--- src/rtl/pipeline_stall_controller_if.sv ---
// Hazard inputs and stage-register controls exchanged between the datapath
// and the stall controller.
interface pipeline_stall_controller_if #(
    parameter int REG_ADDR_W = 4,
    parameter int CNT_W      = 16
);
    logic                  id_ex_mem_read;
    logic [REG_ADDR_W-1:0] id_ex_rd;
    logic [REG_ADDR_W-1:0] if_id_rn;
    logic [REG_ADDR_W-1:0] if_id_rm;
    logic                  if_id_uses_rn;
    logic                  if_id_uses_rm;
    logic                  branch_taken;
    logic                  mem_req;
    logic                  mem_ready;

    logic                  pc_enable;
    logic                  if_id_enable;
    logic                  if_id_flush;
    logic                  id_ex_bubble;
    logic                  ex_mem_enable;
    logic                  mem_wb_bubble;
    logic                  mem_timeout;
    logic [CNT_W-1:0]      stall_cycles;

    modport master (
        output id_ex_mem_read, id_ex_rd, if_id_rn, if_id_rm,
               if_id_uses_rn, if_id_uses_rm, branch_taken, mem_req, mem_ready,
        input  pc_enable, if_id_enable, if_id_flush, id_ex_bubble,
               ex_mem_enable, mem_wb_bubble, mem_timeout, stall_cycles
    );

    modport slave (
        input  id_ex_mem_read, id_ex_rd, if_id_rn, if_id_rm,
               if_id_uses_rn, if_id_uses_rm, branch_taken, mem_req, mem_ready,
        output pc_enable, if_id_enable, if_id_flush, id_ex_bubble,
               ex_mem_enable, mem_wb_bubble, mem_timeout, stall_cycles
    );
endinterface

--- src/rtl/pipeline_stall_controller.sv ---
// Hazard/stall sequencer for the 5-stage pipeline: load-use bubbles, branch
// flushes, memory-wait freeze with timeout into a sticky error state.
module pipeline_stall_controller #(
    parameter int REG_ADDR_W  = 4,
    parameter int MEM_TIMEOUT = 16,
    parameter int CNT_W       = 16
) (
    input  logic                         clk,
    input  logic                         reset,
    pipeline_stall_controller_if.slave   bus
);
    typedef enum logic [1:0] {ST_RUN, ST_MEM_WAIT, ST_ERROR} state_t;

    // R15 is the PC; it is never produced by a load into the register file
    localparam logic [REG_ADDR_W-1:0] PC_REG  = REG_ADDR_W'(15);
    localparam logic [7:0]            TIMEOUT = 8'(MEM_TIMEOUT);

    state_t           state_q, state_d;
    logic [7:0]       wait_cnt_q, wait_cnt_d;
    logic [CNT_W-1:0] stall_cycles_q, stall_cycles_d;

    logic load_use;
    logic mem_stall;
    logic pc_en;

    assign mem_stall = bus.mem_req & ~bus.mem_ready;
    assign load_use  = bus.id_ex_mem_read && (bus.id_ex_rd != PC_REG) &&
                       ((bus.if_id_uses_rn && (bus.if_id_rn == bus.id_ex_rd)) ||
                        (bus.if_id_uses_rm && (bus.if_id_rm == bus.id_ex_rd)));

    always_ff @(posedge clk or negedge reset) begin
        if (!reset) begin
            state_q        <= ST_RUN;
            wait_cnt_q     <= 8'd0;
            stall_cycles_q <= '0;
        end else begin
            state_q        <= state_d;
            wait_cnt_q     <= wait_cnt_d;
            stall_cycles_q <= stall_cycles_d;
        end
    end

    always_comb begin
        state_d    = state_q;
        wait_cnt_d = wait_cnt_q;
        case (state_q)
            ST_RUN: begin
                if (mem_stall) begin
                    state_d    = ST_MEM_WAIT;
                    wait_cnt_d = 8'd1;
                end
            end
            ST_MEM_WAIT: begin
                // a dropped request releases the freeze just like a ready
                if (!mem_stall) begin
                    state_d    = ST_RUN;
                    wait_cnt_d = 8'd0;
                end else if (wait_cnt_q == TIMEOUT) begin
                    state_d = ST_ERROR;
                end else begin
                    wait_cnt_d = wait_cnt_q + 8'd1;
                end
            end
            default: state_d = ST_ERROR;
        endcase

        stall_cycles_d = stall_cycles_q;
        if (!pc_en && (stall_cycles_q != {CNT_W{1'b1}}))
            stall_cycles_d = stall_cycles_q + 1'b1;
    end

    always_comb begin
        pc_en             = 1'b1;
        bus.if_id_enable  = 1'b1;
        bus.ex_mem_enable = 1'b1;
        bus.if_id_flush   = 1'b0;
        bus.id_ex_bubble  = 1'b0;
        bus.mem_wb_bubble = 1'b0;
        bus.mem_timeout   = 1'b0;
        if (!reset) begin
            pc_en             = 1'b0;
            bus.if_id_enable  = 1'b0;
            bus.ex_mem_enable = 1'b0;
            bus.if_id_flush   = 1'b1;
            bus.id_ex_bubble  = 1'b1;
            bus.mem_wb_bubble = 1'b1;
        end else if (state_q == ST_ERROR) begin
            pc_en             = 1'b0;
            bus.if_id_enable  = 1'b0;
            bus.ex_mem_enable = 1'b0;
            bus.mem_timeout   = 1'b1;
        end else if (mem_stall) begin
            pc_en             = 1'b0;
            bus.if_id_enable  = 1'b0;
            bus.ex_mem_enable = 1'b0;
            bus.mem_wb_bubble = 1'b1;
        end else if (load_use) begin
            // load-use also masks a same-cycle branch flush
            pc_en             = 1'b0;
            bus.if_id_enable  = 1'b0;
            bus.id_ex_bubble  = 1'b1;
        end else if (bus.branch_taken) begin
            bus.if_id_flush   = 1'b1;
        end
    end

    assign bus.pc_enable    = pc_en;
    assign bus.stall_cycles = stall_cycles_q;
endmodule

--- src/flat_wrapper.sv ---
// flat-port wrapper written by rule: the top's interface ports become plain ports
module pipeline_stall_controller_flat 
#(
    parameter int REG_ADDR_W  = 4,
    parameter int MEM_TIMEOUT = 16,
    parameter int CNT_W       = 16
)
  (clk, reset, bus_id_ex_mem_read, bus_id_ex_rd, bus_if_id_rn, bus_if_id_rm, bus_if_id_uses_rn, bus_if_id_uses_rm, bus_branch_taken, bus_mem_req, bus_mem_ready, bus_pc_enable, bus_if_id_enable, bus_if_id_flush, bus_id_ex_bubble, bus_ex_mem_enable, bus_mem_wb_bubble, bus_mem_timeout, bus_stall_cycles);
  pipeline_stall_controller_if #(.REG_ADDR_W(REG_ADDR_W), .CNT_W(CNT_W)) bus_i ();
  input  logic clk;
  input  logic reset;
  input wire logic [$bits(bus_i.id_ex_mem_read)-1:0] bus_id_ex_mem_read;
  input wire logic [$bits(bus_i.id_ex_rd)-1:0] bus_id_ex_rd;
  input wire logic [$bits(bus_i.if_id_rn)-1:0] bus_if_id_rn;
  input wire logic [$bits(bus_i.if_id_rm)-1:0] bus_if_id_rm;
  input wire logic [$bits(bus_i.if_id_uses_rn)-1:0] bus_if_id_uses_rn;
  input wire logic [$bits(bus_i.if_id_uses_rm)-1:0] bus_if_id_uses_rm;
  input wire logic [$bits(bus_i.branch_taken)-1:0] bus_branch_taken;
  input wire logic [$bits(bus_i.mem_req)-1:0] bus_mem_req;
  input wire logic [$bits(bus_i.mem_ready)-1:0] bus_mem_ready;
  output wire logic [$bits(bus_i.pc_enable)-1:0] bus_pc_enable;
  output wire logic [$bits(bus_i.if_id_enable)-1:0] bus_if_id_enable;
  output wire logic [$bits(bus_i.if_id_flush)-1:0] bus_if_id_flush;
  output wire logic [$bits(bus_i.id_ex_bubble)-1:0] bus_id_ex_bubble;
  output wire logic [$bits(bus_i.ex_mem_enable)-1:0] bus_ex_mem_enable;
  output wire logic [$bits(bus_i.mem_wb_bubble)-1:0] bus_mem_wb_bubble;
  output wire logic [$bits(bus_i.mem_timeout)-1:0] bus_mem_timeout;
  output wire logic [$bits(bus_i.stall_cycles)-1:0] bus_stall_cycles;
  assign bus_i.id_ex_mem_read = bus_id_ex_mem_read;
  assign bus_i.id_ex_rd = bus_id_ex_rd;
  assign bus_i.if_id_rn = bus_if_id_rn;
  assign bus_i.if_id_rm = bus_if_id_rm;
  assign bus_i.if_id_uses_rn = bus_if_id_uses_rn;
  assign bus_i.if_id_uses_rm = bus_if_id_uses_rm;
  assign bus_i.branch_taken = bus_branch_taken;
  assign bus_i.mem_req = bus_mem_req;
  assign bus_i.mem_ready = bus_mem_ready;
  assign bus_pc_enable = bus_i.pc_enable;
  assign bus_if_id_enable = bus_i.if_id_enable;
  assign bus_if_id_flush = bus_i.if_id_flush;
  assign bus_id_ex_bubble = bus_i.id_ex_bubble;
  assign bus_ex_mem_enable = bus_i.ex_mem_enable;
  assign bus_mem_wb_bubble = bus_i.mem_wb_bubble;
  assign bus_mem_timeout = bus_i.mem_timeout;
  assign bus_stall_cycles = bus_i.stall_cycles;
  pipeline_stall_controller #(.REG_ADDR_W(REG_ADDR_W), .MEM_TIMEOUT(MEM_TIMEOUT), .CNT_W(CNT_W)) u_core (.clk(clk), .reset(reset), .bus(bus_i));
endmodule
--- config.mk ---
export PLATFORM = sky130hd
export DESIGN_NAME = pipeline_stall_controller_flat
export DESIGN_NICKNAME = d
export VERILOG_FILES = /design/src/rtl/pipeline_stall_controller_if.sv /design/src/rtl/pipeline_stall_controller.sv /design/src/flat_wrapper.sv
export SDC_FILE = /design/constraint.sdc
export NUM_CORES = 1
export LEC_CHECK = 0
export CORE_ASPECT_RATIO = 0.9
export CORE_MARGIN = 2
export CORE_UTILIZATION = 40
export DETAILED_ROUTE_END_ITERATION = 7
export PLACE_DENSITY_LB_ADDON = 0.25
export SYNTH_ARGS = -nofsm -noshare
export SYNTH_HDL_FRONTEND = slang
export SYNTH_SLANG_ARGS = --single-unit
--- constraint.sdc ---
create_clock -name clk -period 2.08 [get_ports clk]
set_input_delay 0.312 -clock clk [delete_from_list [all_inputs] [get_ports clk]]
set_output_delay 0.312 -clock clk [all_outputs]
set_load 0.01 [all_outputs]
* Word level (Yosys, flattened, before mapping)
Cells that the tools add are included.
** Word-level totals
- Input bits :: 20
- Logic and storage cells :: 57
- Register bits after elaboration :: 26
** Operators by class
- Reductions and logical operators :: 11
- $add $sub $neg :: 2
- Muxes and demuxes :: 29
- Bitwise logic cells :: 2
- Equal/unequal tests :: 10
** Operator list (count)
- 8-bit two-way mux :: 3
- 1-bit two-way mux :: 21
- 16-bit by 1-bit adder with 16-bit output (second input constant) :: 1
- 16-bit != test (second input constant) :: 1
- 8-bit one-hot mux with 2 select lines :: 1
- 8-bit by 1-bit adder with 8-bit output (second input constant) :: 1
- 4-bit == test :: 2
- 8-bit by 5-bit == test with 1-bit output (second input constant) :: 1
- 2-bit two-way mux :: 3
- 3-bit != test (second input constant) :: 2
- 1-bit logical AND :: 5
- 4-bit != test (second input constant) :: 1
- 2-bit one-hot mux with 2 select lines :: 1
- 3-bit AND reduction :: 1
- 2-bit by 1-bit == test with 1-bit output (second input constant) :: 1
- 2-bit == test (second input constant) :: 1
- 2-bit logical NOT :: 1
- 2-bit by 1-bit != test with 1-bit output (second input constant) :: 1
- 2-bit AND reduction :: 1
- 2-bit nonzero test :: 1
- 1-bit AND :: 1
- 1-bit logical NOT :: 1
- 1-bit logical OR :: 1
- 1-bit NOT :: 1

* Longest topological paths before layout
Gate-level depths: netlist of run 1.
- Depth in word-level cells :: 10
- Gate-level depth with buffers :: 7
- Gate-level depth less buffers :: 6

* Worst setup path after synthesis of run 1
Ideal clock, no wire load.
- Path type :: register -> register
- Start point :: reg u_core.stall_cycles_q[9], in the netlist u_core.bus.stall_cycles[9]
- End point :: reg u_core.stall_cycles_q[13], in the netlist u_core.bus.stall_cycles[13]
- Path buffers :: 0
- Required time :: 1947 ps
- Path slack :: 294 ps
- Data arrival time :: 1653 ps
- Period minus slack after synthesis :: 1786 ps
- Stages on the path, launching flop included :: 7
- Cells stage by stage :: dfrtp_1 > nand3_1 > or2_1 > nor3_4 > or3_1 > nor4b_2 > xor2_1
** On the way
- Longest elaborated chain between the ends :: 2
- Elaborated cells on any way between the ends :: 3
- Those cells by class :: 1 x add/sub; 1 x eq/ne; 1 x reduce/logical
** Ends and longest elaborated chain
- start: declaration :: RTL line pipeline_stall_controller.sv:20 : logic [CNT_W-1:0] stall_cycles_q, stall_cycles_d;
- start signal: assignment :: RTL line pipeline_stall_controller.sv:39 : stall_cycles_q <= stall_cycles_d;
- branches (longest 2 deep; another with 16-bit by 1-bit adder with 16-bit output)
Several ways; the timed one is not identified.
A chain may end at the register's enable or synchronous reset.

* Worst setup path in the final report of run 1
- Start point :: in bus_mem_req
- End point :: out bus_if_id_flush
** On the way
- Longest elaborated chain between the ends :: 4
** Ends and longest elaborated chain
- start: declaration :: RTL line flat_wrapper.sv:19 : input wire logic [$bits(bus_i.mem_req)-1:0] bus_mem_req;
- 1-bit AND :: RTL line pipeline_stall_controller.sv:26 : assign mem_stall = bus.mem_req & ~bus.mem_ready;
- 1-bit two-way mux :: RTL line pipeline_stall_controller.sv:92 : end else if (mem_stall) begin
- 1-bit two-way mux :: RTL line pipeline_stall_controller.sv:87 : end else if (state_q == ST_ERROR) begin
- 1-bit two-way mux :: RTL line pipeline_stall_controller.sv:80 : if (!reset) begin
- end: declaration :: RTL line flat_wrapper.sv:23 : output wire logic [$bits(bus_i.if_id_flush)-1:0] bus_if_id_flush;
No other way between the ends.

==> results of run 1 <==
-- cells by family after synthesis --
group | after synthesis | synth area share [%]
AOI/OAI and AO/OA | 20 | 7.19
xor gates and xnor gates | 19 | 10.5
buffers and inverters | 6 | 2.13
adders and majority gates | 3 | 2.37
DFF | 26 | 41.1
and+or+nand+nor | 79 | 31.3
muxes | 8 | 5.45
-- flip-flops by register name, indices dropped and copies added (netlist names) --
signal,cells
u_core.bus.stall_cycles,16
u_core.wait_cnt_q,8
u_core.state_q,2
-- cell usage in the layout, fill, tap and decap left out, types with 4 or more instances in the layout --
cell type,count
buf_4,14
nor2_1,11
nand2_1,20
dlymetal6s2s_1,4
clkdlybuf4s50_1,24
dfrtp_1,26
dlygate4sd2_1,6
nand4_1,5
a21oi_1,5
o21ai_0,8
nor4_4,6
mux2_4,5
nor3_1,5
xor2_2,6
buf_2,4
xor2_1,11
nand3_1,7
-- what timing repair did --
| item | 4_1_cts | 5_1_grt |
|---|---|---|
| buffers inserted | 3 | 0 |
| gates resized for setup | 57 | 14 |
| pin swaps | 17 | 8 |
| endpoints found under the setup margin | 11 | 21 |
-- power groups by stage --
stage	Sequential (mW)	Combinational [mW]	Clock (mW)
finish	0.732	0.634	0.433
global route	0.743	0.679	0.466
CTS	0.726	0.629	0.435
detailed placement	0.733	0.568	0
global placement	0.723	0.553	0
floorplan	0.752	0.213	0
-- area by class of cell --
| type | count | area (um^2) |
|---|---|---|
| multi-input cells | 129 | 1070 |
| fillers | 289 | 1350 |
| repair buffers | 58 | 544 |
| inverters | 3 | 11.3 |
| clock buffers | 3 | 41.3 |
| clock inverters | 1 | 30.0 |
| flip-flops and latches | 26 | 651 |
| well taps | 46 | 57.6 |
-- through the flow --
step	util, %	setup TNS [ns]	power, mW
floorplan	-	0	0.964
global placement	57.2	-5.00	1.28
detailed placement	57.2	-6.15	1.30
CTS	63.7	0	1.79
global route	64.0	-0.00702	1.89
finish	64.0	0	1.80
-- worst paths after layout --
| kind | from | endpoint | slack (ns) | cells past startpoint |
|---|---|---|---|---|
| setup / recovery | bus_mem_req | bus_if_id_flush | 0.05 | 7 |
| hold / removal | reset | u_core.bus.stall_cycles[11] | 0.36 | 2 |
| setup reg to reg | u_core.bus.stall_cycles[5] | u_core.bus.stall_cycles[13] | 0.08 | 4 |
| hold reg to reg | u_core.bus.stall_cycles[11] | u_core.bus.stall_cycles[11] | 0.50 | 1 |
| max in group asynchronous | reset | u_core.wait_cnt_q[3] | 1.22 | 3 |
| min in group clk | u_core.bus.stall_cycles[11] | u_core.bus.stall_cycles[11] | 0.50 | 1 |
-- routing by layer --
metal | vias up | track usage (%)
li1 | 685 | -
met1 | 704 | 26.0
met2 | 38 | 34.2
met3 | 5 | 4.00
met4 | 0 | 6.73
met5 | - | 0
==> flow_metrics.py, run 1 <==
metrics = {
    "routing": {
        "wl_per_cell_um": 16.2,
        "dr_wl_met2_um": 2100,
        "drt-met1-wl_um": 1960,
        "via_per_inst": 5.38,
        "wl_met3_um": 200,
        "drtIter0Drc": 45,
        "drcViolationCount": 0,
        "ant_nets": 0,
        "top_layer": "met4",
        "vias": 1432,
        "wirelength_um": 4300,
        "drt_first_pass_iters": 4,
    },
    "setup_path": {
        "crit_fanout": 2,
        "critical-path-top-delay-family": "buffers and inverters",
        "worstPathCellList": "clkdlybuf4s50_1 -> nor2b_1 -> nor2_1 -> buf_4 -> nand2_1 -> o31ai_2 -> clkdlybuf4s15_1",
        "worstPathArrival_ns": 1.71,
        "cp-end-kind": "primary output",
        "crit_required_ns": 1.77,
        "cpPeakStageDelay_ns": 0.41,
        "critPathKind": "in -> out",
        "crit_buf_inv": 3,
        "slowest_stage": "clkdlybuf4s50_1",
        "critPathLaunchType": "input port",
    },
    "finish": {
        "nets": 244,
        "antenna_cells": 0,
        "design_area_mm2": 0.00240,
        "synthToLayoutAreaGrowth_pct": 51.8,
        "final_cell_count_no_fill": 266,
        "drive_gt1_share_pct": 25.0,
    },
    "pwr": {
        "p_sw_mw": 0.583,
        "intPower_mw": 1.22,
        "ir_worst_vdd_uv": 493,
        "comb_power_share_pct": 35.2,
        "leakagePower_nw": 1.02,
        "power_density_mw_per_mm2": 748,
        "pwr-share-clk_pct": 24.1,
        "sw_frac_of_total_pct": 32.4,
        "seqPwrFrac_pct": 40.7,
    },
    "clock_network": {
        "numCtsBuffers": 3,
        "htreeDepth": 1,
        "cts-root-buf": "clkbuf_8",
        "clock_sinks": 26,
        "clock_path_buffers": 2,
        "path_clk_slew_ns": 0.10,
        "insertion_delay_ns": 0.28,
        "cts_tree": "done",
        "cts_hold_buf": 0,
    },
    "global_routing": {
        "grt-ovfl-total": 0,
        "grt_pass1_vias": 1438,
        "grt_antenna_before_repair": 0,
        "grt_max_degree": 21,
        "grtUsageTotal_pct": 20.3,
        "grt_pass1_wl_um": 7130,
    },
    "synth": {
        "yosysMostFrequentCell": "dfrtp_1",
        "ys.flop_type": "dfrtp_1",
        "synth_async_sr_flop_share_pct": 100,
        "syn_inst": 161,
        "synth.distinct_cells": 40,
        "ys_ff_latch": 26,
        "avgSynthCellArea_um2": 9.84,
        "syn-cell-area_mm2": 0.00158,
        "yosys.area.top_type": "dfrtp_1",
        "synthTopCellsByArea": "dfrtp_1, xor2_1, nand2_1",
        "synth_edf_count": 0,
        "synth_fp_nets": 184,
        "netlist.area_leader.share_pct": 41.1,
        "yosys-top-cells-count": "dfrtp_1, nand2_1, xor2_1, nor2_1, o21ai_0",
        "yosysWarnings": 0,
        "ys_seq_area_share_pct": 41.1,
    },
    "floorplanning": {
        "die_h_um": 63.7,
        "rows": 21,
        "fp.dieArea_mm2": 0.00448,
        "io_pins": 43,
        "coreArea_mm2": 0.00376,
        "die_x_um": 70.3,
        "initial_utilization_pct": 42.2,
    },
    "hold_path": {
        "hold_path_class": "in -> async",
    },
    "sta": {
        "tightest_slew_ns": 0.582,
        "fin_ws_ns": 0.0536,
        "rsz0062_at_grt": "yes",
        "finalHoldViolCount": 0,
        "period_share_pct": 97.4,
        "relSlewSlack_pct": 61.1,
        "clock.fmax_mhz": 493,
        "min_period_ns": 2.03,
        "setup_viol": 0,
        "report.final.slew_viol_count": 0,
        "clock_skew_ns": 0.00993,
        "whs_ns": 0.363,
    },
    "placed_design": {
        "gp_congestion": 0.899,
        "hpwl_um": 2820,
        "portBuffers": 42,
        "pre_cts_ws_ns": -0.428,
        "place_inst": 259,
        "place_area_mm2": 0.00215,
    },
    "outcome": {
        "run_status": "complete, no violations",
    },
    "flow_run": {
        "maxCapViolCount": 0,
    },
}
Note: power is estimated with default switching activity, not from simulation.
==> run 2: changes to the inputs <==
SLEW_MARGIN = 10   (was unset)
==> results of run 2 <==
The final DEF is identical to that of run 1; final timing and power are the same.
